==> src/rtl/alu_arbiter_if.sv <==
// alu_arbiter_if: request/response bundle between the requesting units and alu_arbiter.
//   master : requester/consumer side (drives req_valid/a/b/op and rsp_ready)
//   slave  : arbiter side (drives req_ready and rsp_valid/id/data/zero)
// Requester i owns req_a/req_b[8i+7:8i] and req_op[3i+2:3i].
interface alu_arbiter_if #(
   parameter int NUM_REQ = 4
);
   localparam int ID_W = $clog2(NUM_REQ);

   logic [NUM_REQ-1:0]   req_valid;
   logic [NUM_REQ-1:0]   req_ready;
   logic [NUM_REQ*8-1:0] req_a;
   logic [NUM_REQ*8-1:0] req_b;
   logic [NUM_REQ*3-1:0] req_op;
   logic                 rsp_valid;
   logic                 rsp_ready;
   logic [ID_W-1:0]      rsp_id;
   logic [7:0]           rsp_data;
   logic                 rsp_zero;

   modport master (
      output req_valid, req_a, req_b, req_op, rsp_ready,
      input  req_ready, rsp_valid, rsp_id, rsp_data, rsp_zero
   );

   modport slave (
      input  req_valid, req_a, req_b, req_op, rsp_ready,
      output req_ready, rsp_valid, rsp_id, rsp_data, rsp_zero
   );
endinterface

==> src/rtl/alu_arbiter.sv <==
// alu_arbiter: round-robin sharing of one external combinational 8-bit ALU among
// NUM_REQ requesters. One operation in flight at a time; operands are latched on accept,
// the ALU result is captured one cycle later and returned with the owner's ID.
//
// Ports:
//   clk, reset      single clock, synchronous active-high reset
//   bus (slave)     request valid/ready + operands, response valid/ready + id/data/zero
//   alu_input_a_o   latched operand A to the ALU
//   alu_input_b_o   latched operand B to the ALU
//   alu_opcode_o    latched opcode to the ALU (not decoded here)
//   alu_out_i       ALU result
//   zero_i          ALU zero flag
//   ops_count_o     (ALU_ARB_STATS_EN only) saturating count of response handshakes
//
// Build option: define ALU_ARB_STATS_EN to add ops_count_o.
//
// state  | meaning
// S_IDLE | scanning for a requester from ptr_q; req_ready asserted for the winner
// S_EXEC | ALU sees latched operands; result captured into rsp_* at end of cycle
// S_RESP | rsp_valid held until the consumer takes it
module alu_arbiter #(
   parameter int NUM_REQ = 4
) (
   input  logic         clk,
   input  logic         reset,
   alu_arbiter_if.slave bus,
   output logic [7:0]   alu_input_a_o,
   output logic [7:0]   alu_input_b_o,
   output logic [2:0]   alu_opcode_o,
   input  logic [7:0]   alu_out_i,
   input  logic         zero_i
`ifdef ALU_ARB_STATS_EN
   ,
   output logic [15:0]  ops_count_o
`endif
);

   localparam int ID_W = $clog2(NUM_REQ);

   typedef enum logic [1:0] {
      S_IDLE = 2'd0,
      S_EXEC = 2'd1,
      S_RESP = 2'd2
   } state_t;

   state_t          state_q;
   logic [ID_W-1:0] ptr_q;
   logic [7:0]      a_q;
   logic [7:0]      b_q;
   logic [2:0]      op_q;
   logic [ID_W-1:0] id_q;
   logic            rsp_valid_q;
   logic [ID_W-1:0] rsp_id_q;
   logic [7:0]      rsp_data_q;
   logic            rsp_zero_q;

   logic            win_valid;
   logic [ID_W-1:0] win_id;
   logic [ID_W:0]   scan_idx;
   logic [7:0]      win_a;
   logic [7:0]      win_b;
   logic [2:0]      win_op;
   logic [ID_W-1:0] ptr_d;

   // Scan ptr, ptr+1, ... (mod NUM_REQ); one extra bit keeps ptr+k from overflowing
   // before the wrap subtraction.
   always_comb begin
      win_valid = 1'b0;
      win_id    = '0;
      scan_idx  = '0;
      for (int k = 0; k < NUM_REQ; k++) begin
         scan_idx = {1'b0, ptr_q} + (ID_W+1)'(k);
         if (scan_idx >= (ID_W+1)'(NUM_REQ)) begin
            scan_idx = scan_idx - (ID_W+1)'(NUM_REQ);
         end
         if (!win_valid && bus.req_valid[scan_idx[ID_W-1:0]]) begin
            win_valid = 1'b1;
            win_id    = scan_idx[ID_W-1:0];
         end
      end
   end

   always_comb begin
      win_a  = '0;
      win_b  = '0;
      win_op = '0;
      for (int i = 0; i < NUM_REQ; i++) begin
         if (win_id == ID_W'(i)) begin
            win_a  = bus.req_a[8*i +: 8];
            win_b  = bus.req_b[8*i +: 8];
            win_op = bus.req_op[3*i +: 3];
         end
      end
   end

   assign ptr_d = (win_id == ID_W'(NUM_REQ-1)) ? '0 : win_id + 1'b1;

   // Gated by reset so no grant is ever offered while the block is being reset.
   always_comb begin
      bus.req_ready = '0;
      if (state_q == S_IDLE && win_valid && !reset) begin
         bus.req_ready[win_id] = 1'b1;
      end
   end

   always_ff @(posedge clk) begin
      if (reset) begin
         state_q     <= S_IDLE;
         ptr_q       <= '0;
         a_q         <= '0;
         b_q         <= '0;
         op_q        <= '0;
         id_q        <= '0;
         rsp_valid_q <= 1'b0;
         rsp_id_q    <= '0;
         rsp_data_q  <= '0;
         rsp_zero_q  <= 1'b0;
      end else begin
         case (state_q)
            S_IDLE: begin
               if (win_valid) begin
                  a_q     <= win_a;
                  b_q     <= win_b;
                  op_q    <= win_op;
                  id_q    <= win_id;
                  ptr_q   <= ptr_d;
                  state_q <= S_EXEC;
               end
            end
            S_EXEC: begin
               rsp_data_q  <= alu_out_i;
               rsp_zero_q  <= zero_i;
               rsp_id_q    <= id_q;
               rsp_valid_q <= 1'b1;
               state_q     <= S_RESP;
            end
            S_RESP: begin
               if (bus.rsp_ready) begin
                  rsp_valid_q <= 1'b0;
                  state_q     <= S_IDLE;
               end
            end
            default: state_q <= S_IDLE;
         endcase
      end
   end

   assign alu_input_a_o = a_q;
   assign alu_input_b_o = b_q;
   assign alu_opcode_o  = op_q;

   assign bus.rsp_valid = rsp_valid_q;
   assign bus.rsp_id    = rsp_id_q;
   assign bus.rsp_data  = rsp_data_q;
   assign bus.rsp_zero  = rsp_zero_q;

`ifdef ALU_ARB_STATS_EN
   logic [15:0] ops_count_q;

   always_ff @(posedge clk) begin
      if (reset) begin
         ops_count_q <= '0;
      end else if (state_q == S_RESP && bus.rsp_ready && ops_count_q != 16'hFFFF) begin
         ops_count_q <= ops_count_q + 16'd1;
      end
   end

   assign ops_count_o = ops_count_q;
`endif

endmodule
==> src/flat_wrapper.sv <==
// flat-port wrapper written by rule: the top's interface ports become plain ports
module alu_arbiter_flat 
#(
   parameter int NUM_REQ = 4
)
  (clk, reset, alu_input_a_o, alu_input_b_o, alu_opcode_o, alu_out_i, zero_i, bus_req_valid, bus_req_a, bus_req_b, bus_req_op, bus_rsp_ready, bus_req_ready, bus_rsp_valid, bus_rsp_id, bus_rsp_data, bus_rsp_zero);
  alu_arbiter_if #(.NUM_REQ(NUM_REQ)) bus_i ();
  input  logic clk;
  input  logic reset;
  output logic [7:0] alu_input_a_o;
  output logic [7:0] alu_input_b_o;
  output logic [2:0] alu_opcode_o;
  input  logic [7:0] alu_out_i;
  input  logic zero_i;
  input wire logic [$bits(bus_i.req_valid)-1:0] bus_req_valid;
  input wire logic [$bits(bus_i.req_a)-1:0] bus_req_a;
  input wire logic [$bits(bus_i.req_b)-1:0] bus_req_b;
  input wire logic [$bits(bus_i.req_op)-1:0] bus_req_op;
  input wire logic [$bits(bus_i.rsp_ready)-1:0] bus_rsp_ready;
  output wire logic [$bits(bus_i.req_ready)-1:0] bus_req_ready;
  output wire logic [$bits(bus_i.rsp_valid)-1:0] bus_rsp_valid;
  output wire logic [$bits(bus_i.rsp_id)-1:0] bus_rsp_id;
  output wire logic [$bits(bus_i.rsp_data)-1:0] bus_rsp_data;
  output wire logic [$bits(bus_i.rsp_zero)-1:0] bus_rsp_zero;
  assign bus_i.req_valid = bus_req_valid;
  assign bus_i.req_a = bus_req_a;
  assign bus_i.req_b = bus_req_b;
  assign bus_i.req_op = bus_req_op;
  assign bus_i.rsp_ready = bus_rsp_ready;
  assign bus_req_ready = bus_i.req_ready;
  assign bus_rsp_valid = bus_i.rsp_valid;
  assign bus_rsp_id = bus_i.rsp_id;
  assign bus_rsp_data = bus_i.rsp_data;
  assign bus_rsp_zero = bus_i.rsp_zero;
  alu_arbiter #(.NUM_REQ(NUM_REQ)) u_core (.clk(clk), .reset(reset), .bus(bus_i), .alu_input_a_o(alu_input_a_o), .alu_input_b_o(alu_input_b_o), .alu_opcode_o(alu_opcode_o), .alu_out_i(alu_out_i), .zero_i(zero_i));
endmodule
==> config.mk <==
export PLATFORM = sky130hd
export DESIGN_NAME = alu_arbiter_flat
export DESIGN_NICKNAME = d
export VERILOG_FILES = /design/src/rtl/alu_arbiter_if.sv /design/src/rtl/alu_arbiter.sv /design/src/flat_wrapper.sv
export SDC_FILE = /design/constraint.sdc
export NUM_CORES = 1
export LEC_CHECK = 0
export ABC_AREA = 1
export CAP_MARGIN = 20
export CORE_MARGIN = 2
export CORE_UTILIZATION = 42
export DETAILED_ROUTE_END_ITERATION = 8
export PLACE_DENSITY_LB_ADDON = 0.3
export SETUP_SLACK_MARGIN = 0.4
export SLEW_MARGIN = 20
export SYNTH_ARGS = -nofsm -noshare
export SYNTH_HDL_FRONTEND = slang
export SYNTH_SLANG_ARGS = --single-unit
==> constraint.sdc <==
create_clock -name clk -period 5.15 [get_ports clk]
set_clock_uncertainty 0.2 [all_clocks]
set_input_delay 0.7725 -clock clk [delete_from_list [all_inputs] [get_ports clk]]
set_output_delay 0.7725 -clock clk [all_outputs]
set_load 0.03 [all_outputs]
Word-level counts from Yosys, hierarchy flattened
Index checks and enable logic that the tools add are counted.
{"block": "word_totals", "output_inout_bits": 35, "wordCells": 92, "regBits": 37}
{"block": "op_classes", "order_cmp": 10, "reduce_logical": 16, "n_mux": 41, "eq_ne": 7, "n_addsub": 8}
{"cell": "$mux W8", "count": 8}
{"cell": "$mux W2", "count": 11}
{"cell": "$lt A2 B3 Y1 const B", "count": 5}
{"cell": "$mux W3", "count": 4}
{"cell": "$mux W1", "count": 10}
{"cell": "$ge A3 B3 Y1 const B", "count": 3}
{"cell": "$bmux W1 S2", "count": 4}
{"cell": "$sub A2 B1 Y2 const B", "count": 4}
{"cell": "$add A2 B2 Y3 const B", "count": 2}
{"cell": "$eq A2 B2 Y1 const B", "count": 3}
{"cell": "$logic_and A1 B1 Y1", "count": 6}
{"cell": "$pmux W2 S3", "count": 1}
{"cell": "$reduce_and A2 Y1", "count": 3}
{"cell": "$eq A2 B1 Y1 const B", "count": 2}
{"cell": "$logic_not A1 Y1", "count": 4}
{"cell": "$logic_not A2 Y1", "count": 2}
{"cell": "$mux W4", "count": 1}
{"cell": "$add A2 B1 Y3 const B", "count": 1}
{"cell": "$ge A2 B3 Y1 const B", "count": 1}
{"cell": "$add A2 B1 Y2 const B", "count": 1}
{"cell": "$demux W1 S2", "count": 1}
{"cell": "$ge A2 B1 Y1 const B", "count": 1}
{"cell": "$ne A2 B1 Y1 const B", "count": 1}
{"cell": "$ne A2 B2 Y1 const B", "count": 1}
{"cell": "other kinds (2)", "count": 2}

Logic depth before layout (Yosys ltp)
Gate-level depths: netlist of run 1.
{"block": "logic_depth", "word_depth": 19, "mapped_depth": 20}

Worst setup path after synthesis of run 1
OpenSTA, ideal clock, no wires.
{"block": "synth_path", "kind": "input to output", "start": "in bus_req_valid[3]", "end": "out bus_req_ready[1]", "required_time_ns": 4.178, "path_buffers": 1, "stages": 13, "slack_ns": 1.786, "t_arrival_ns": 2.392, "path_cell_list": "inv_1 nand2_1 nand3_1 nand2_1 inv_1 nand2_1 nand2_1 nand3_1 inv_1 ha_1 clkbuf_1 inv_1 nor2_1"}
{"block": "synth_via", "elab_chain_cells": 17, "elab_cells_between_ends": 30, "classes_between": "order compare (2); mux (19); reduce/logical (9)"}
{"element": "start, declared", "line": "flat_wrapper.sv:15", "rtl": "input wire logic [$bits(bus_i.req_valid)-1:0] bus_req_valid;"}
{"element": "$bmux W1 S2", "line": "alu_arbiter.sv:76", "rtl": "if (!win_valid && bus.req_valid[scan_idx[ID_W-1:0]]) begin"}
{"element": "$mux W1 (implied by the code)", "line": "alu_arbiter.sv:76"}
{"element": "$mux W1", "line": "alu_arbiter.sv:76"}
{"element": "$logic_not A1 Y1", "line": "alu_arbiter.sv:76"}
{"element": "$logic_and A1 B1 Y1", "line": "alu_arbiter.sv:76"}
{"element": "$mux W1", "line": "alu_arbiter.sv:76"}
{"element": "$logic_not A1 Y1", "line": "alu_arbiter.sv:76"}
{"element": "$logic_and A1 B1 Y1", "line": "alu_arbiter.sv:76"}
{"element": "[... 2 more ...]"}
{"element": "$logic_and A1 B1 Y1", "line": "alu_arbiter.sv:76"}
{"element": "$mux W2 (*)", "line": "alu_arbiter.sv:76"}
{"element": "named net u_core.win_id[0]", "line": "alu_arbiter.sv:58", "rtl": "logic [ID_W-1:0] win_id;"}
{"element": "$lt A2 B3 Y1 (implied by the code) or $ge A2 B1 Y1 (tied branches)", "line": "alu_arbiter.sv:102", "rtl": "bus.req_ready[win_id] = 1'b1;"}
{"element": "$logic_and A1 B1 Y1 (implied by the code)", "line": "alu_arbiter.sv:102"}
{"element": "$mux W1 (implied by the code)", "line": "alu_arbiter.sv:102"}
{"element": "$demux W1 S2 (*)"}
{"element": "$mux W4 (*)", "line": "alu_arbiter.sv:101", "rtl": "if (state_q == S_IDLE && win_valid && !reset) begin"}
{"element": "end, declared", "line": "flat_wrapper.sv:20", "rtl": "output wire logic [$bits(bus_i.req_ready)-1:0] bus_req_ready;"}
The timed path passes the listed nets; every way through them passes the cells marked *. The select of a mux whose other input is x is not followed.

Final worst setup path of run 1
{"block": "layout_path", "start": "in bus_req_valid[3]", "end": "out bus_req_ready[2]"}
Same word-level chain as after synthesis.

==> results of run 1 <==
-- report_power, final --
group | leakage [nW] | switching (mW) | internal (mW)
Clock | 0.0574 | 0.101 | 0.157
Sequential | 0.307 | 0.0662 | 0.395
Combinational | 1.17 | 1.05 | 0.622
Total | 1.53 | 1.22 | 1.17
-- flip-flops by register name (all words and copies together) (netlist names) --
name	count
u_core.bus.rsp_id	2
u_core.bus.rsp_data	8
u_core.bus.rsp_zero	1
u_core.alu_opcode_o	3
u_core.id_q	2
u_core.alu_input_b_o	8
u_core.ptr_q	2
u_core.alu_input_a_o	8
u_core.bus.rsp_valid	1
u_core.state_q	2
-- cells by family after synthesis --
family / count (synthesis) / share of synthesized area, %
and+or+nand+nor: 180 / 33.4
DFF: 37 / 33.2
buffers and inverters: 45 / 9.47
adders and majority gates: 4 / 2.24
AOI/OAI and AO/OA: 95 / 21.7
-- final cells by class --
cell class                      count  area, µm²  share of cell area [%]
Clock inverter                      2       37.5                    1.04
Inverter                           24       92.6                    2.57
Timing Repair Buffer              129       1280                    35.6
Sequential cell                    37        741                    20.5
Multi-Input combinational cell    279       1280                    35.5
Clock buffer                        6       82.6                    2.29
Tap cell                           70       87.6                    2.43
-- cells in the final DEF, fill, tap and decap left out, drive strengths merged, types with 3 or more instances in the layout --
master         instances
clkdlybuf4s50        126
nand2                 98
nor2                  71
o21ai                 70
dfxtp                 37
a21oi                 24
inv                   24
nand3                 11
clkbuf                 6
ha                     4
buf                    3
-- worst max-delay path: stages --
cell             delay (ps)
clkdlybuf4s50_1         420
inv_1                    80
nand2_1                  70
nand3_1                 120
nand2_1                 110
nor2_4                  150
nand3_1                  90
nand3_1                  70
nand2_1                 120
inv_1                   100
ha_1                    190
inv_1                   230
nor2_1                  170
clkdlybuf4s50_1         680
-- per-layer routing --
metal | vias up | wire length, µm
li1 | 1391 | -
met1 | 1130 | 2710
met2 | 92 | 3300
met3 | 9 | 418
met4 | 0 | 80
met5 | - | 0
-- worst paths after layout --
kind                         start                 endpoint  slack, ps  cells after the start
setup reg to reg   u_core.ptr_q[0]  u_core.alu_input_a_o[0]       1640                     18
hold / removal      u_core.id_q[1]     u_core.bus.rsp_id[1]        260                      2
setup / recovery  bus_req_valid[3]         bus_req_ready[2]        810                     14
hold reg to reg     u_core.id_q[1]     u_core.bus.rsp_id[1]        260                      2
-- per-stage QoR --
stage	total power, mW	setup WS [ps]
after floorplan	1.70	1790
after global placement	2.09	895
after detailed placement	2.13	820
after CTS	2.40	799
after global routing	2.64	551
final	2.39	815
==> impl_metrics.ini, run 1 <==
[run_status]
run_status = complete, no violations

[global_routing]
antenna_found_initial = 0
grt_pass1_wl_um = 10800
met1_usage_pct = 24.5
grt_pass1_vias = 2524
grt_max_degree = 39
grtUsageTotal_pct = 21.9
top_usage_layer = met2
gr-total-overflow = 0
met2_usage_pct = 40.3
grt_util_met3_pct = 5.18

[critical_path]
required_ps = 4180
start_kind = input pin
crit_path_end_kind = primary output
critPathKind = input pin to primary output
cp.arrival_ps = 3360
cp_max_fo = 20

[logic_synthesis]
synth-main-ff-cell = dfxtp_1
synth_most_common_cell = nand2_1
syn_area_um2 = 2230
async_flop_share_pct = 0
synth_top_area_share_pct = 33.2
ys_types = 22
synth_top_cell_by_area = dfxtp_1
synth.avg_cell_area_um2 = 6.18
synth_fp_nets = 457
synthTopCellsByCount = 94 x nand2_1, 61 x o21ai_0, 59 x nor2_1
synth_edf_count = 0
syn_inst = 361
synth_seq_area_share_pct = 33.2
synth-warning-count = 0
synth_area_leaders = dfxtp_1 33%, nand2_1 16%, o21ai_0 14%, nor2_1 9.9%, a21oi_1 4.9%
synth-seq-cells = 37

[power_and_ir_drop]
p_per_area_nw_per_um2 = 663
p_leak_nw = 1.53
ir_drop_v = 0.000384

[final_layout]
fin_area_um2 = 3600
postLayoutCoreUtil_pct = 70.6
nNetsFinal = 572
num_antenna_cells = 0
drive_gt1_share_pct = 6.92
fin_cells = 547
fill_cells = 452
synthToLayoutAreaGrowth_pct = 61.5

[timing]
hold_viol_final = 0
fin_crit_ps = 4340
finalSetupTns_ps = 0
slew_violations = 0
period_share_pct = 84.2
holdWs_ps = 264
max_freq_ghz = 0.231
rsz0062_at_grt = false
slew_headroom_pct = 45.3
worst_pin_slew_ps = 819
setup_violations = 0

[cts]
cts.reportedPaths.clkPinSlew_ps = 70
h-tree-depth = 2
cts_setup_buffers = 0
hold_buffers = 0
cts_tree = done
numCtsBuffers = 5
cts_num_sinks = 37
clockBufferDepth = 2
ctsResizeCount = 0
clkLatencyLatePin_ps = 290
cts-root-buf = clkbuf_8

[detailed_routing]
ant_nets = 0
drc = 0
drtPass1Iterations = 4
drt_first_iter_violations = 86
vias = 2622
wirelength_um = 6520
routed_via_density = 4.79
post_drt_wl_per_cell_um = 11.9

[floorplanning]
dieArea_um2 = 5910
die_h_um = 76.9
fp.dieW_um = 76.9
design.core.area_um2 = 5110
rows = 26
ioPinCount = 127
initial_core_util_pct = 43.7

[place]
gp_congestion = 0.839
dp_cells = 539
place_area_um2 = 3480
place.port_buffers = 126
dp_hpwl_um = 5100

[flow_run]
drv_cap = 0

[min_path]
hp-class = register to register
(Power assumes the default switching activity.)
==> run 2, diff against run 1 <==
--- a/config.mk
+++ b/config.mk
@@ -8,7 +8,7 @@
 export ABC_AREA = 1
 export CAP_MARGIN = 20
 export CORE_MARGIN = 2
-export CORE_UTILIZATION = 42
+export CORE_UTILIZATION = 39
 export DETAILED_ROUTE_END_ITERATION = 8
 export PLACE_DENSITY_LB_ADDON = 0.3
 export SETUP_SLACK_MARGIN = 0.4
==> constraint.sdc (replaced) <==
create_clock -name clk -period 4 [get_ports clk]
set_clock_uncertainty 0.2 [all_clocks]
set_input_delay 0.6 -clock clk [delete_from_list [all_inputs] [get_ports clk]]
set_output_delay 0.6 -clock clk [all_outputs]
set_load 0.03 [all_outputs]
==> impl_metrics.ini, run 2 (synthesis results as in run 1) <==
[detailed_routing]
routed_via_density = 4.77
vias = 2639
drc = 0
post_drt_wl_per_cell_um = 11.7
drt_first_iter_violations = 101
ant_nets = 0
wirelength_um = 6480
drtPass1Iterations = 4

[floorplanning]
rows = 27
dieArea_um2 = 6340
die_h_um = 79.7
design.core.area_um2 = 5510
initial_core_util_pct = 40.5
fp.dieW_um = 79.7
ioPinCount = 127

[power_and_ir_drop]
p_per_area_nw_per_um2 = 850
ir_drop_v = 0.000620
switching_power_mw = 1.58
p_comb_share_pct = 72.6
p_int_mw = 1.47
p_leak_nw = 1.55
pwr-share-clk_pct = 8.1
swShare_pct = 51.9
sequentialPowerShare_pct = 19.3

[critical_path]
reg2reg_depth = 18
reg2reg_setup_slack_ps = 980
crit_path_end_kind = primary output
critPathMostFrequentCell = inv_1
start_kind = input pin
required_ps = 3200
timing.rr.start = u_core.ptr_q[0]
critPathKind = input pin to primary output
cpPeakStageDelay_ps = 470
worstReg2RegEnd = u_core.alu_input_a_o[0]
cp.arrival_ps = 2600
cp_slowest_cell = clkdlybuf4s50_1
crit_chain = clkdlybuf4s50_1 > inv_1 > nand2_1 > nand3_1 > nand2_1 > inv_1 > nand3_1 > nand3_1 > inv_1 > ha_1 > buf_6 > inv_1 > nor2_1 > buf_4
cp_max_fo = 10

[global_routing]
grt_pass1_wl_um = 10200
grtUsageTotal_pct = 19.7
antenna_found_initial = 0
gr-total-overflow = 0
grt_max_degree = 39
grt_pass1_vias = 2417

[cts]
clkLatencyLatePin_ps = 270
cts_tree = done
cts.reportedPaths.clkPinSlew_ps = 70
cts-root-buf = clkbuf_8
clockBufferDepth = 2
numCtsBuffers = 5
cts_num_sinks = 37
h-tree-depth = 2

[final_layout]
final_cell_mix = 122 x clkdlybuf4s50_1, 94 x nand2_1, 61 x o21ai_0
fill_cells = 513
synthToLayoutAreaGrowth_pct = 61.1
drive_gt1_share_pct = 8.32
final_common_cell = clkdlybuf4s50_1
regArea_um2 = 741
multi_input_area_um2 = 1280
num_antenna_cells = 0
nNetsFinal = 576

[timing]
period_share_pct = 85.0
setup_violations = 0
slew_headroom_pct = 46.9
worst_pin_slew_ps = 796
finalSetupTns_ps = 0
slew_violations = 0
hold_viol_final = 0
fin_crit_ps = 3400
max_freq_ghz = 0.294
holdWs_ps = 252
rsz0062_at_grt = false

[min_path]
worstHoldPathCells = 2
hp-class = register to register
hold_start = u_core.id_q[0]
hold_end = u_core.bus.rsp_id[0]

[flow_run]
drv_cap = 0

[place]
dp_hpwl_um = 5010
gp_congestion = 0.821
place.port_buffers = 126

[run_status]
run_status = complete, no violations
## run 2: cell types whose count changed in the layout (fill, tap and decap cells not counted)
cell,before,now
bufinv_16,1,0
clkdlybuf4s50_1,126,122
buf_6,0,1
buf_4,3,8
clkbuf_8,6,5
clkinv_2,0,2
dlygate4sd2_1,0,1
buf_2,0,1
## run 2: per-stage QoR
stage / area [µm²] / total power, mW / setup slack (ps) / std cells / utilization (%)
2_1_floorplan: 2230 / 2.18 / 981 / 361 / -
3_3_place_gp: 3500 / 2.76 / 394 / 544 / 63.6
3_5_place_dp: 3500 / 2.80 / 370 / 544 / 63.6
4_1_cts: 3590 / 3.05 / 534 / 552 / 65.1
5_1_grt: 3600 / 3.39 / 410 / 553 / 65.3
6_report: 3600 / 3.05 / 600 / 553 / 65.3
## run 2: what timing repair did
item,4_1_cts,5_1_grt
hold buffers,0,0
endpoints found under the setup margin,1,1
gates cloned,0,1
setup buffers,0,0
gates resized for setup,1,1
## run 2: worst max path at each step
| stage | start | endpoint | slack, ps | cells past startpoint |
|---|---|---|---|---|
| 6_report | bus_req_valid[3] | bus_req_ready[1] | 600 | 14 |
| 5_1_grt | bus_req_valid[3] | bus_req_ready[1] | 410 | 15 |
| 4_1_cts | bus_req_valid[3] | bus_req_ready[1] | 530 | 14 |
| 3_5_place_dp | bus_req_valid[3] | bus_req_ready[0] | 370 | 12 |
| 3_3_place_gp | bus_req_valid[3] | bus_req_ready[0] | 390 | 12 |
| 2_1_floorplan | bus_req_valid[3] | bus_req_ready[1] | 980 | 13 |
## run 2: final cells by class
class                      instances  share of cell area (%)
clock buffer                       5                    1.91
clock inverter                     3                   0.487
inverter                          24                    2.57
multi-input combinational        279                    35.6
sequential                        37                    20.6
tap                               72                    2.51
timing repair buffer             133                    36.3
## run 2: layer usage
layer / global-route usage, % / wire length [µm] / share of wire [%]
met1: 22.0 / 2720 / 42
met4: 3.62 / 31 / 0.48
met2: 37.2 / 3190 / 49
met5: 0 / 0 / 0
met3: 5.32 / 544 / 8.4
## run 2: power groups by stage
| stage | sequential (mW) | clock [mW] | combinational (mW) |
|---|---|---|---|
| 2_1_floorplan | 0.797 | 0 | 1.39 |
| 3_3_place_gp | 0.594 | 0 | 2.16 |
| 3_5_place_dp | 0.600 | 0 | 2.20 |
| 4_1_cts | 0.593 | 0.254 | 2.20 |
| 5_1_grt | 0.606 | 0.271 | 2.51 |
| 6_report | 0.591 | 0.246 | 2.22 |
## run 2: critical path: cells and delay by family
kind                     cells  cell delay (ps)
adder cells (fa/ha/maj)      1              240
buffers and inverters        7             1090
AND/OR/NAND/NOR              6              670
